--- config.mk ---
export PLATFORM = sky130hd
export DESIGN_NAME = seg_scan_display
export DESIGN_NICKNAME = d
export VERILOG_FILES = /design/src/rtl/seg_pkg.sv /design/src/rtl/hex_to_7seg.sv /design/src/rtl/seg_scan_display.sv
export SDC_FILE = /design/constraint.sdc
export NUM_CORES = 1
export LEC_CHECK = 0
export CAP_MARGIN = 20
export CELL_PAD_IN_SITES_DETAIL_PLACEMENT = 1
export CELL_PAD_IN_SITES_GLOBAL_PLACEMENT = 1
export CORE_ASPECT_RATIO = 0.6
export CORE_MARGIN = 1
export CORE_UTILIZATION = 30
export CTS_CLUSTER_SIZE = 14
export DETAILED_ROUTE_END_ITERATION = 16
export PLACE_DENSITY = 0.6
export SETUP_SLACK_MARGIN = 0.4
export SYNTH_ARGS = -nofsm -noshare
export SYNTH_HDL_FRONTEND = slang
export SYNTH_HIERARCHICAL = 1
export SYNTH_SLANG_ARGS = --single-unit
--- constraint.sdc ---
create_clock -name Clk -period 4.2 [get_ports Clk]
set_input_delay 0.63 -clock Clk [delete_from_list [all_inputs] [get_ports Clk]]
set_output_delay 0.63 -clock Clk [all_outputs]
set_load 0.02 [all_outputs]
--- src/rtl/seg_pkg.sv ---
// Shared constants for the seven-segment scan driver: blank pattern, hex glyph table
// (active low, bit order g..a) and a ceil-log2 helper for sizing counters.
package seg_pkg;

  localparam logic [6:0] SEG_BLANK = 7'h7F;

  localparam logic [6:0] HEX_GLYPH [16] = '{
    7'h40, 7'h79, 7'h24, 7'h30,
    7'h19, 7'h12, 7'h02, 7'h78,
    7'h00, 7'h10, 7'h08, 7'h03,
    7'h46, 7'h21, 7'h06, 7'h0E
  };

  // Returns at least 1 so single-value counters still get a real bit.
  function automatic int unsigned clog2(input int unsigned n);
    int unsigned r;
    int unsigned v;
    r = 0;
    v = (n > 0) ? n - 1 : 0;
    while (v > 0) begin
      r++;
      v = v >> 1;
    end
    if (r == 0) r = 1;
    return r;
  endfunction

endpackage

--- src/rtl/hex_to_7seg.sv ---
// Combinational nibble to active-low segment decoder with a force-blank input.
module hex_to_7seg
  import seg_pkg::*;
(
  input  logic [3:0] nibble,
  input  logic       blank,
  output logic [6:0] seg
);

  always_comb begin
    seg = HEX_GLYPH[nibble];
    if (blank) seg = SEG_BLANK;
  end

endmodule

--- src/rtl/seg_scan_display.sv ---
// Time-multiplexed N-digit hex seven-segment driver with refresh divider, frame-aligned
// shadow capture, anti-ghost blanking and frame strobe. Optional: LEADING_ZERO_BLANK_EN.
module seg_scan_display
  import seg_pkg::*;
#(
  parameter int unsigned NUM_DIGITS   = 8,
  parameter int unsigned CLK_HZ       = 100000000,
  parameter int unsigned REFRESH_HZ   = 1000,
  parameter int unsigned BLANK_CYCLES = 16
) (
  input  logic                    Clk,
  input  logic                    Reset,
  input  logic [4*NUM_DIGITS-1:0] value,
  input  logic [NUM_DIGITS-1:0]   dp,
  input  logic                    load,
  output logic [6:0]              out7,
  output logic                    dp_out,
  output logic [NUM_DIGITS-1:0]   en_out,
  output logic                    frame_done
);

  localparam int unsigned TICK_DIV = CLK_HZ / (REFRESH_HZ * NUM_DIGITS);
  localparam int unsigned DIV_W    = clog2(TICK_DIV);
  localparam int unsigned IDX_W    = clog2(NUM_DIGITS);

  logic [DIV_W-1:0]        div_cnt_q, div_cnt_d;
  logic [IDX_W-1:0]        digit_idx_q, digit_idx_d;
  logic [4*NUM_DIGITS-1:0] stage_value_q, stage_value_d;
  logic [NUM_DIGITS-1:0]   stage_dp_q, stage_dp_d;
  logic [4*NUM_DIGITS-1:0] shadow_value_q, shadow_value_d;
  logic [NUM_DIGITS-1:0]   shadow_dp_q, shadow_dp_d;
  logic                    pending_q, pending_d;
  logic [6:0]              out7_q, out7_d;
  logic                    dp_out_q, dp_out_d;
  logic [NUM_DIGITS-1:0]   en_q, en_d;
  logic                    frame_done_q, frame_done_d;

  logic       tick;
  logic       wrap;
  logic [3:0] cur_nib;
  logic       cur_dp;
  logic       suppress;
  logic [6:0] glyph;

  assign tick = (div_cnt_q == DIV_W'(TICK_DIV - 1));
  assign wrap = tick && (digit_idx_q == IDX_W'(NUM_DIGITS - 1));

  always_comb begin
    div_cnt_d    = tick ? '0 : div_cnt_q + 1'b1;
    digit_idx_d  = digit_idx_q;
    if (wrap) begin
      digit_idx_d = '0;
    end else if (tick) begin
      digit_idx_d = digit_idx_q + 1'b1;
    end
    frame_done_d = wrap;
  end

  // A load coinciding with the wrap bypasses staging so it lands in the frame starting now.
  always_comb begin
    stage_value_d  = stage_value_q;
    stage_dp_d     = stage_dp_q;
    shadow_value_d = shadow_value_q;
    shadow_dp_d    = shadow_dp_q;
    pending_d      = pending_q;
    if (load) begin
      stage_value_d = value;
      stage_dp_d    = dp;
    end
    if (wrap) begin
      pending_d = 1'b0;
      if (load) begin
        shadow_value_d = value;
        shadow_dp_d    = dp;
      end else if (pending_q) begin
        shadow_value_d = stage_value_q;
        shadow_dp_d    = stage_dp_q;
      end
    end else if (load) begin
      pending_d = 1'b1;
    end
  end

  // Enables are computed from next-state counters so the register lines up with the slot.
  always_comb begin
    en_d = '1;
    if (div_cnt_d >= DIV_W'(BLANK_CYCLES)) begin
      en_d[digit_idx_d] = 1'b0;
    end
  end

  always_comb begin
    cur_nib = '0;
    cur_dp  = 1'b0;
    for (int i = 0; i < NUM_DIGITS; i++) begin
      if (digit_idx_q == IDX_W'(i)) begin
        cur_nib = shadow_value_q[i*4 +: 4];
        cur_dp  = shadow_dp_q[i];
      end
    end
  end

`ifdef LEADING_ZERO_BLANK_EN
  // Scan from the top digit down; a digit is suppressed while everything at or above it is zero.
  always_comb begin
    logic nz_above;
    nz_above = 1'b0;
    suppress = 1'b0;
    for (int i = NUM_DIGITS - 1; i >= 0; i--) begin
      nz_above = nz_above | (|shadow_value_q[i*4 +: 4]);
      if ((digit_idx_q == IDX_W'(i)) && (i != 0)) begin
        suppress = !nz_above && !shadow_dp_q[i];
      end
    end
  end
`else
  assign suppress = 1'b0;
`endif

  hex_to_7seg u_hex_to_7seg (
    .nibble (cur_nib),
    .blank  (suppress),
    .seg    (glyph)
  );

  assign out7_d   = glyph;
  assign dp_out_d = ~cur_dp;

  always_ff @(posedge Clk or posedge Reset) begin
    if (Reset) begin
      div_cnt_q      <= '0;
      digit_idx_q    <= '0;
      stage_value_q  <= '0;
      stage_dp_q     <= '0;
      shadow_value_q <= '0;
      shadow_dp_q    <= '0;
      pending_q      <= 1'b0;
      out7_q         <= SEG_BLANK;
      dp_out_q       <= 1'b1;
      en_q           <= '1;
      frame_done_q   <= 1'b0;
    end else begin
      div_cnt_q      <= div_cnt_d;
      digit_idx_q    <= digit_idx_d;
      stage_value_q  <= stage_value_d;
      stage_dp_q     <= stage_dp_d;
      shadow_value_q <= shadow_value_d;
      shadow_dp_q    <= shadow_dp_d;
      pending_q      <= pending_d;
      out7_q         <= out7_d;
      dp_out_q       <= dp_out_d;
      en_q           <= en_d;
      frame_done_q   <= frame_done_d;
    end
  end

  assign out7       = out7_q;
  assign dp_out     = dp_out_q;
  assign en_out     = en_q;
  assign frame_done = frame_done_q;

endmodule
Word-level counts from Yosys, hierarchy flattened
Memories as Yosys holds them, arrays and structs flattened. A register that Yosys moved wholly into a read port is not among the register bits.
Index checks and enable logic that the tools add are counted.
- bits in registers: 108
- latch bits: 0
- memory bits (writable): 0
- ROM bits: 112
- bits of input ports: 43
- output and inout bits: 17
- word-level logic and storage cells: 61
- memories: 1
- memory list (name ; depth ; width ; rd ports ; clocked after Yosys merged registers in ; wr ports ; line ; text):
    (no name shown) ; 16 ; 7 ; 1 ; 1 ; 0 ; hex_to_7seg.sv:11 ; seg = HEX_GLYPH[nibble];
- add/sub/neg operators: 2
- multipliers: 0
- divide/modulo/power cells: 0
- magnitude comparators: 3
- eq/ne operators: 8
- shift-type cells: 0
- multiplexer cells: 28
- bitwise logic cells: 3
- reduce and logical (&&, ||, !) cells: 6
- operators with widths (kind ; count):
    32-bit 2-to-1 mux ; 2
    4-bit 2-to-1 mux ; 8
    8-bit 2-to-1 mux ; 3
    14-bit by 1-bit adder with 14-bit output (second input constant) ; 1
    14-bit equality test (second input constant) ; 1
    14-bit by 5-bit >= comparator with 1-bit output (second input constant) ; 1
    14-bit 2-to-1 mux ; 1
    3-bit equality test (second input constant) ; 4
    1-bit 2-to-1 mux ; 11
    8-bit inverter ; 1
    3-bit by 2-bit equality test with 1-bit output (second input constant) ; 2
    3-bit 2-to-1 mux ; 2
    4-bit inverter with 5-bit output ; 1
    3-bit by 4-bit < comparator with 1-bit output (second input constant) ; 1
    2-bit nonzero test ; 2
    3-bit by 1-bit adder with 3-bit output (second input constant) ; 1
    1-bit demux with 3-bit select ; 1
    3-bit by 1-bit equality test with 1-bit output (second input constant) ; 1
    3-bit by 1-bit >= comparator with 1-bit output (second input constant) ; 1
    3-bit logical NOT ; 1
    1-bit logical AND ; 2
    2-bit AND reduction ; 1
    1-bit inverter ; 1

Depth between registers and ports, before layout
Gate-level depths: netlist of run 1.
- word-level depth: 10
- mapped depth: 13

By module
Netlist of run 1, hierarchy kept.
- by module, submodules not included (module ; times used ; cells an instance ; area each (um^2) ; sequential area each (um^2)):
    seg_scan_display ; 1 ; 384 ; 4971.0 ; 2897.8
    hex_to_7seg ; 1 ; 35 ; 295.3 ; 0.0

Worst setup path after synthesis of run 1
No wires, ideal clock.
- kind: register to register
- from: register digit_idx_q[2]
- to: register out7_q[1], in the netlist out7[1]
- library setup time: 0.084 ns
- data arrival time: 3.008 ns
- required time: 4.116 ns
- path slack: 1.108 ns
- stages on the path, launching flop included: 14
- buffers on the path: 2
- period minus slack after synthesis: 3.092 ns
- path through: dfrtp_1 clkbuf_1 inv_1 ha_1 clkbuf_1 nor3_1 o21ai_0 a21oi_1 a311oi_1 o31ai_1 inv_1 ha_1 or2_2 a311o_1
- longest elaborated chain between the ends: 10
- elaborated cells between the ends (all ways): 17
- those cells by class: 7 x eq/ne; 8 x mux; 1 x bitwise; 1 x reduce/logical
- RTL lines (element ; line ; text):
    start: declaration ; seg_scan_display.sv:27 ; logic [IDX_W-1:0] digit_idx_q, digit_idx_d;
    start signal: assignment ; seg_scan_display.sv:144 ; digit_idx_q <= digit_idx_d;
    3-bit logical NOT ; seg_scan_display.sv:96 ; if (digit_idx_q == IDX_W'(i)) begin
    4-bit 2-to-1 mux (7 in a row) ; seg_scan_display.sv:96 ;
    4-bit 2-to-1 mux (*) ; seg_scan_display.sv:96 ;
    named net cur_nib[1] ; seg_scan_display.sv:40 ; logic [3:0] cur_nib;
    4-bit inverter with 5-bit output (not written as such) (*) ; hex_to_7seg.sv:11 ;
    end: declaration ; seg_scan_display.sv:33 ; logic [6:0] out7_q, out7_d;
The timed path passes the listed nets; every way through them passes the cells marked *.
A chain may end at the register's enable or synchronous reset.

Worst setup path in the final report of run 1
- from: register digit_idx_q[1]
- to: register out7_q[1], in the netlist out7[1]
The elaborated chain is that of the path after synthesis.

==> summary.txt, run 1 <==
final core occ - 39.0%
share of total power in the clock network - 52.8%
Synth Flop Type - dfrtp_1
Reg2Reg Depth - 12
Period minus WS final - 3500 ps
Sequential Power Share - 41.9%
Initial DRC Count - 216
CTS Buffer Depth - 2
Antenna Nets Post-Route - 0
slew margin rel. - 46.0%
Layout Cells excl Fill - 732
first-pass GRT wire length - 20500 µm
Worst EP arrival - 3830 ps
Die X - 173 µm
critical path class - register to register
hold path depth - 1
asr flop ratio synth - 100%
first drt pass iteration count - 4
Residual DRC - 0
Power per Cell Area - 414 mW/mm²
HP Class - register to register
dpl hpwl - 8680 µm
Setup Skew - 9.37 ps
routed len/inst - 17.2 µm
final setup violation count - 0
initial antenna violation count - 0
CTS Hold Bufs - 0
PnR Total Power - 0.00277 W
Initial Util - 30.7%
layout cells sized above 1 - 28.1%
Synthesis Warnings - 6
# resized after CTS - 0
flop-to-flop setup slack - 700 ps
Die H - 105 µm
post-synth top area share - 47.0%
most frequent cell after synthesis - dfrtp_1
CP max FO - 12
drt total wl - 12600 µm
overall fraction of global-route tracks in use - 14.8%
setup bufs post-CTS - 0
GRT overflow - 0
sequential fraction of the synthesis area - 55.0%
Crit. End Element - register
Worst VDD drop - 0.300 mV
Max Fclk - 285 MHz
P_int - 0.00218 W
Fin Hold WS - 491 ps
Post-synth EDFFs - 0
Netlist cell types - 55
Gate power share - 5.3%
site row count - 37
clock tree sinks - 115
most area-consuming cells after synthesis - dfrtp_1 47%, mux2_2 16%, dfstp_2 8.0%, ha_1 3.3%, nand2_1 1.9%
Pins Over Slew Limit - 0
H-tree depth - 4
Ports - 60
synthesized instance count - 419
pin count of the biggest net entering global routing - 62
Avg Vias per Cell - 4.76
CP startpoint kind - register
endpoints failing hold - 0
Port Buffers - 59
Reg clk slew, reported paths - 50 ps
Core ar. - 0.0172 mm²
post-synthesis cell area - 0.00527 mm²
Avg Synthesized Cell Area - 12.6 µm²
Net Sw Frac - 21.5%
Maximum Capacitance Violations - 0
CP max stage cell - a21oi_1
Layout Nets - 542
RSZ-0062 raised after global routing - false
placed cell count - 700
Synth top cells by count - 99 x dfrtp_1, 77 x mux2_2, 26 x nand2_1
detailed-route via count - 3481
Critical Path RT - 4520 ps
root buf cell - clkbuf_16
Worst-Margin Slew - 809 ps
Final period util - 83.4%
max incr delay on CP - 460 ps
die area - 0.0181 mm²
Layout area overhead - 27.3%
Net Sw Power - 0.000595 W
Static Leakage - 2.95 nW
Antenna Diode Count - 0
Final Wtd Congestion - 0.809
Synth area leader - dfrtp_1
setup TNS - 0 ps
total CTS buffers - 17
CTS tree - built
vias in the first global route - 3687
crit-path cells - inv_1, ha_1, nand2_1, o21ai_0, a221oi_1, o311ai_0, o211ai_1, a21oi_1, inv_1, ha_1, or2_2, a311o_1
post-synthesis register bit count - 115
clock latency on the worst-skew pair - 410 ps
outcome - completed
[placed cells by master (no fill, tap or decap), types with 5 or more instances in the layout]
master / synthesis / routed
clkdlybuf4s50_1: 0 / 58
nand4_1: 7 / 7
clkbuf_16: 0 / 17
nand3_1: 13 / 13
and2_1: 5 / 5
o21ai_0: 9 / 9
xor2_1: 6 / 6
mux2_2: 77 / 77
and3_1: 6 / 6
a21oi_1: 13 / 13
nor2b_1: 10 / 10
ha_1: 14 / 14
inv_1: 13 / 12
nand2_1: 26 / 26
nor2_1: 16 / 16
dfstp_2: 16 / 16
conb_1: 1 / 7
dfrtp_1: 99 / 99
xnor2_1: 7 / 7
[critical path: cells and delay by family, from the launching register on]
kind	cells	cell delay (ps)
AOI/OAI and AO/OA	6	1520
adders and majority gates	2	720
buffers and inverters	2	330
DFF	1	450
and+or+nand+nor	2	400
[cell type report]
type	instances	area (µm²)
Fill cell	1790	10500
Clock buffer	19	443
Inverter	13	51.3
Multi-Input combinational cell	276	2240
Clock inverter	13	160
Sequential cell	115	2900
Tap cell	234	293
Timing Repair Buffer	62	621
[registers in the layout, summed over array words and instances, names as in the netlist]
signal / flops
out7: 7
stage_value_q: 32
shadow_dp_q: 8
pending_q: 1
frame_done: 1
shadow_value_q: 32
digit_idx_q: 3
dp_out: 1
div_cnt_q: 14
stage_dp_q: 8
en_out: 8
[kinds of logic (layout without fill, tap and decap cells)]
| logic type | after synthesis | count (layout) | share of synthesized area [%] |
|---|---|---|---|
| flops | 115 | 115 | 55.0 |
| simple gates | 107 | 107 | 11.5 |
| mux | 85 | 85 | 18.3 |
| compound gates | 50 | 50 | 6.61 |
| buf+inv | 34 | 107 | 2.95 |
| fa+ha+maj | 14 | 14 | 3.33 |
| xor+xnor | 13 | 13 | 2.16 |
| other cells | 1 | 7 | 0.0712 |
[routing by layer]
| layer | vias up | share of wire, % | GRT usage (%) |
|---|---|---|---|
| met5 | - | 0 | 0 |
| met4 | 0 | 0.80 | 5.12 |
| met3 | 10 | 3.6 | 3.60 |
| met2 | 65 | 42 | 20.6 |
| met1 | 1778 | 53 | 21.9 |
| li1 | 1628 | - | - |
[worst paths after layout]
kind	from	endpoint
max in group asynchronous	Reset	dp_out
min reg2reg	stage_value_q[15]	stage_value_q[15]
max	digit_idx_q[1]	out7[1]
min in group asynchronous	Reset	stage_value_q[2]
min	stage_value_q[15]	stage_value_q[15]
max reg2reg	digit_idx_q[1]	out7[1]
[power by group through the flow]
| stage | Clock, W | Sequential [W] | Combinational [W] |
|---|---|---|---|
| 4_1_cts | 0.00150 | 0.00116 | 0.000152 |
| 3_5_place_dp | 0 | 0.00118 | 0.000151 |
| 6_report | 0.00146 | 0.00116 | 0.000147 |
| 2_1_floorplan | 0 | 0.00118 | 0.0000730 |
| 5_1_grt | 0.00155 | 0.00117 | 0.000162 |
| 3_3_place_gp | 0 | 0.00118 | 0.000148 |
[stage by stage]
step	cell area (µm²)	setup slack, ps
after floorplan	5290	552
after global placement	6100	907
after detailed placement	6100	709
after CTS	6700	682
after global routing	6700	414
final	6700	697
Note: power is estimated with default switching activity, not from simulation.
==> inputs of run 2 (changes only) <==
Clock period 4.2 ns to 3.6 ns, I/O delays scaled along.
==> run 2 against run 1 <==
Effect of this change:
- first-iteration DRC count rose by 12%
- critical path depth fell by 1
- clock power rose by 7%
- via count barely moved
- largest cell class unchanged
- critical path type unchanged
==> summary.txt, run 2 (same netlist as run 1, synthesis figures left out) <==
critical path class - register to register (unchanged)
Residual DRC - 0 (unchanged)
Antenna Nets Post-Route - 0 (unchanged)
clock tree sinks - 115 (unchanged)
Pins Over Slew Limit - 0 (unchanged)
first drt pass iteration count - 6 (was 4)
setup TNS - 0 ps (unchanged)
endpoints failing hold - 0 (unchanged)
Worst-Margin Slew - 667 ps (was 809 ps)
final setup violation count - 0 (unchanged)
Final period util - 84.8% (was 83.4%)
slew margin rel. - 55.6% (was 46.0%)
die area - 0.0181 mm² (unchanged)
initial antenna violation count - 0 (unchanged)
CTS Buffer Depth - 2 (unchanged)
root buf cell - clkbuf_16 (unchanged)
Initial Util - 30.7% (unchanged)
vias in the first global route - 3640 (was 3687)
H-tree depth - 4 (unchanged)
HP Class - register to register (unchanged)
Power per Cell Area - 462 mW/mm² (was 414 mW/mm²)
routed len/inst - 16.9 µm (was 17.2 µm)
overall fraction of global-route tracks in use - 14.7% (was 14.8%)
Reg clk slew, reported paths - 60 ps (was 50 ps)
Ports - 60 (unchanged)
Worst VDD drop - 0.317 mV (was 0.300 mV)
most frequent cells in the layout - 98 x dfrtp_1, 77 x mux2_2, 58 x clkdlybuf4s50_1, 26 x nand2_1, 17 x clkbuf_16 (was 99 x dfrtp_1, 77 x mux2_2, 58 x clkdlybuf4s50_1, 26 x nand2_1, 17 x clkbuf_16)
Die H - 105 µm (unchanged)
Avg Vias per Cell - 4.73 (was 4.76)
clock latency on the worst-skew pair - 420 ps (was 410 ps)
Critical Path RT - 3940 ps (was 4520 ps)
outcome - completed (unchanged)
biggest regs - shadow_value_q (32), stage_value_q (32), div_cnt_q (14) (unchanged)
Crit. End Element - register (unchanged)
Final Wtd Congestion - 0.810 (was 0.809)
critical register-to-register path startpoint - digit_idx_q[1] (unchanged)
Core ar. - 0.0172 mm² (unchanged)
most common cell after layout, fill and taps aside - dfrtp_1 (unchanged)
pin count of the biggest net entering global routing - 116 (was 62)
Antenna Diode Count - 0 (unchanged)
Setup Skew - 13.9 ps (was 9.37 ps)
post-route cell area - 0.00669 mm² (was 0.00670 mm²)
CTS tree - built (unchanged)
Max Fclk - 327 MHz (was 285 MHz)
Layout area overhead - 27.1% (was 27.3%)
dpl hpwl - 8660 µm (was 8680 µm)
GRT overflow - 0 (unchanged)
CP max FO - 10 (was 12)
total CTS buffers - 17 (unchanged)
min-delay src - stage_value_q[10] (was stage_value_q[15])
crit path launch - digit_idx_q[1] (unchanged)
Die X - 173 µm (unchanged)
first-pass GRT wire length - 20400 µm (was 20500 µm)
drt total wl - 12400 µm (was 12600 µm)
Initial DRC Count - 242 (was 216)
Worst EP arrival - 3400 ps (was 3830 ps)
site row count - 37 (unchanged)
Static Leakage - 2.94 nW (was 2.95 nW)
CTS Hold Bufs - 0 (unchanged)
Layout Nets - 545 (was 542)
Port Buffers - 59 (unchanged)
detailed-route via count - 3480 (was 3481)
Period minus WS final - 3050 ps (was 3500 ps)
Maximum Capacitance Violations - 0 (unchanged)
layout cells sized above 1 - 29.7% (was 28.1%)
Fin Hold WS - 491 ps (about the same)
CP startpoint kind - register (unchanged)
placed cell area - 0.00611 mm² (was 0.00610 mm²)
RSZ-0062 raised after global routing - true (was false)
-- run 2: report_power, final --
part	internal (W)	switching (W)
logic	0.0000916	0.0000784
registers	0.00134	0.0000118
clock network	0.000977	0.000586
total	0.00241	0.000677
-- run 2: through the flow --
stage          setup WS [ps]  util, %  total power, W  cells
2_1_floorplan            508        -         0.00146    425
3_3_place_gp             331     35.6         0.00155    702
3_5_place_dp             158     35.6         0.00155    702
4_1_cts                  466     38.9         0.00313    735
5_1_grt                  379     39.0         0.00321    735
6_report                 546     39.0         0.00309    735
-- run 2: per-layer routing --
layer	vias up	share of wire (%)	wire length (µm)	global-route usage [%]
li1	1624	-	-	-
met1	1785	54	6740	21.5
met2	57	41	5130	20.5
met3	14	3.4	419	4.08
met4	0	1.2	155	5.25
met5	-	0	0	0
-- run 2: final timing paths --
path	end	slack [ps]	cells after the start
hold / removal	stage_value_q[10]	490	1
hold reg to reg	stage_value_q[10]	490	1
setup reg to reg	out7[1]	550	11
setup / recovery	out7[1]	550	11
min in group asynchronous	stage_value_q[11]	630	3
max in group asynchronous	digit_idx_q[2]	2420	3
-- run 2: worst max-delay path, stage by stage, from the launching register on --
cell	delay [ps]
dfrtp_1	450
ha_1	240
ha_1	290
nor3_1	230
o21ai_0	120
a21oi_1	130
a311oi_1	70
o31ai_2	400
inv_2	140
ha_1	290
or2_2	310
a311o_1	320
-- run 2: layout make-up --
type                            instances  area, µm²
Clock inverter                         10       83.8
Clock buffer                           22        464
Fill cell                            1820      10500
Inverter                               13       52.6
Timing Repair Buffer                   65        643
Multi-Input combinational cell        276       2260
Sequential cell                       115       2900
Tap cell                              234        293
-- run 2: repair_timing --
item,CTS,global route
setup buffers,1,0
resized for setup,4,5
pin swaps,1,1
setup endpoints to repair,4,6
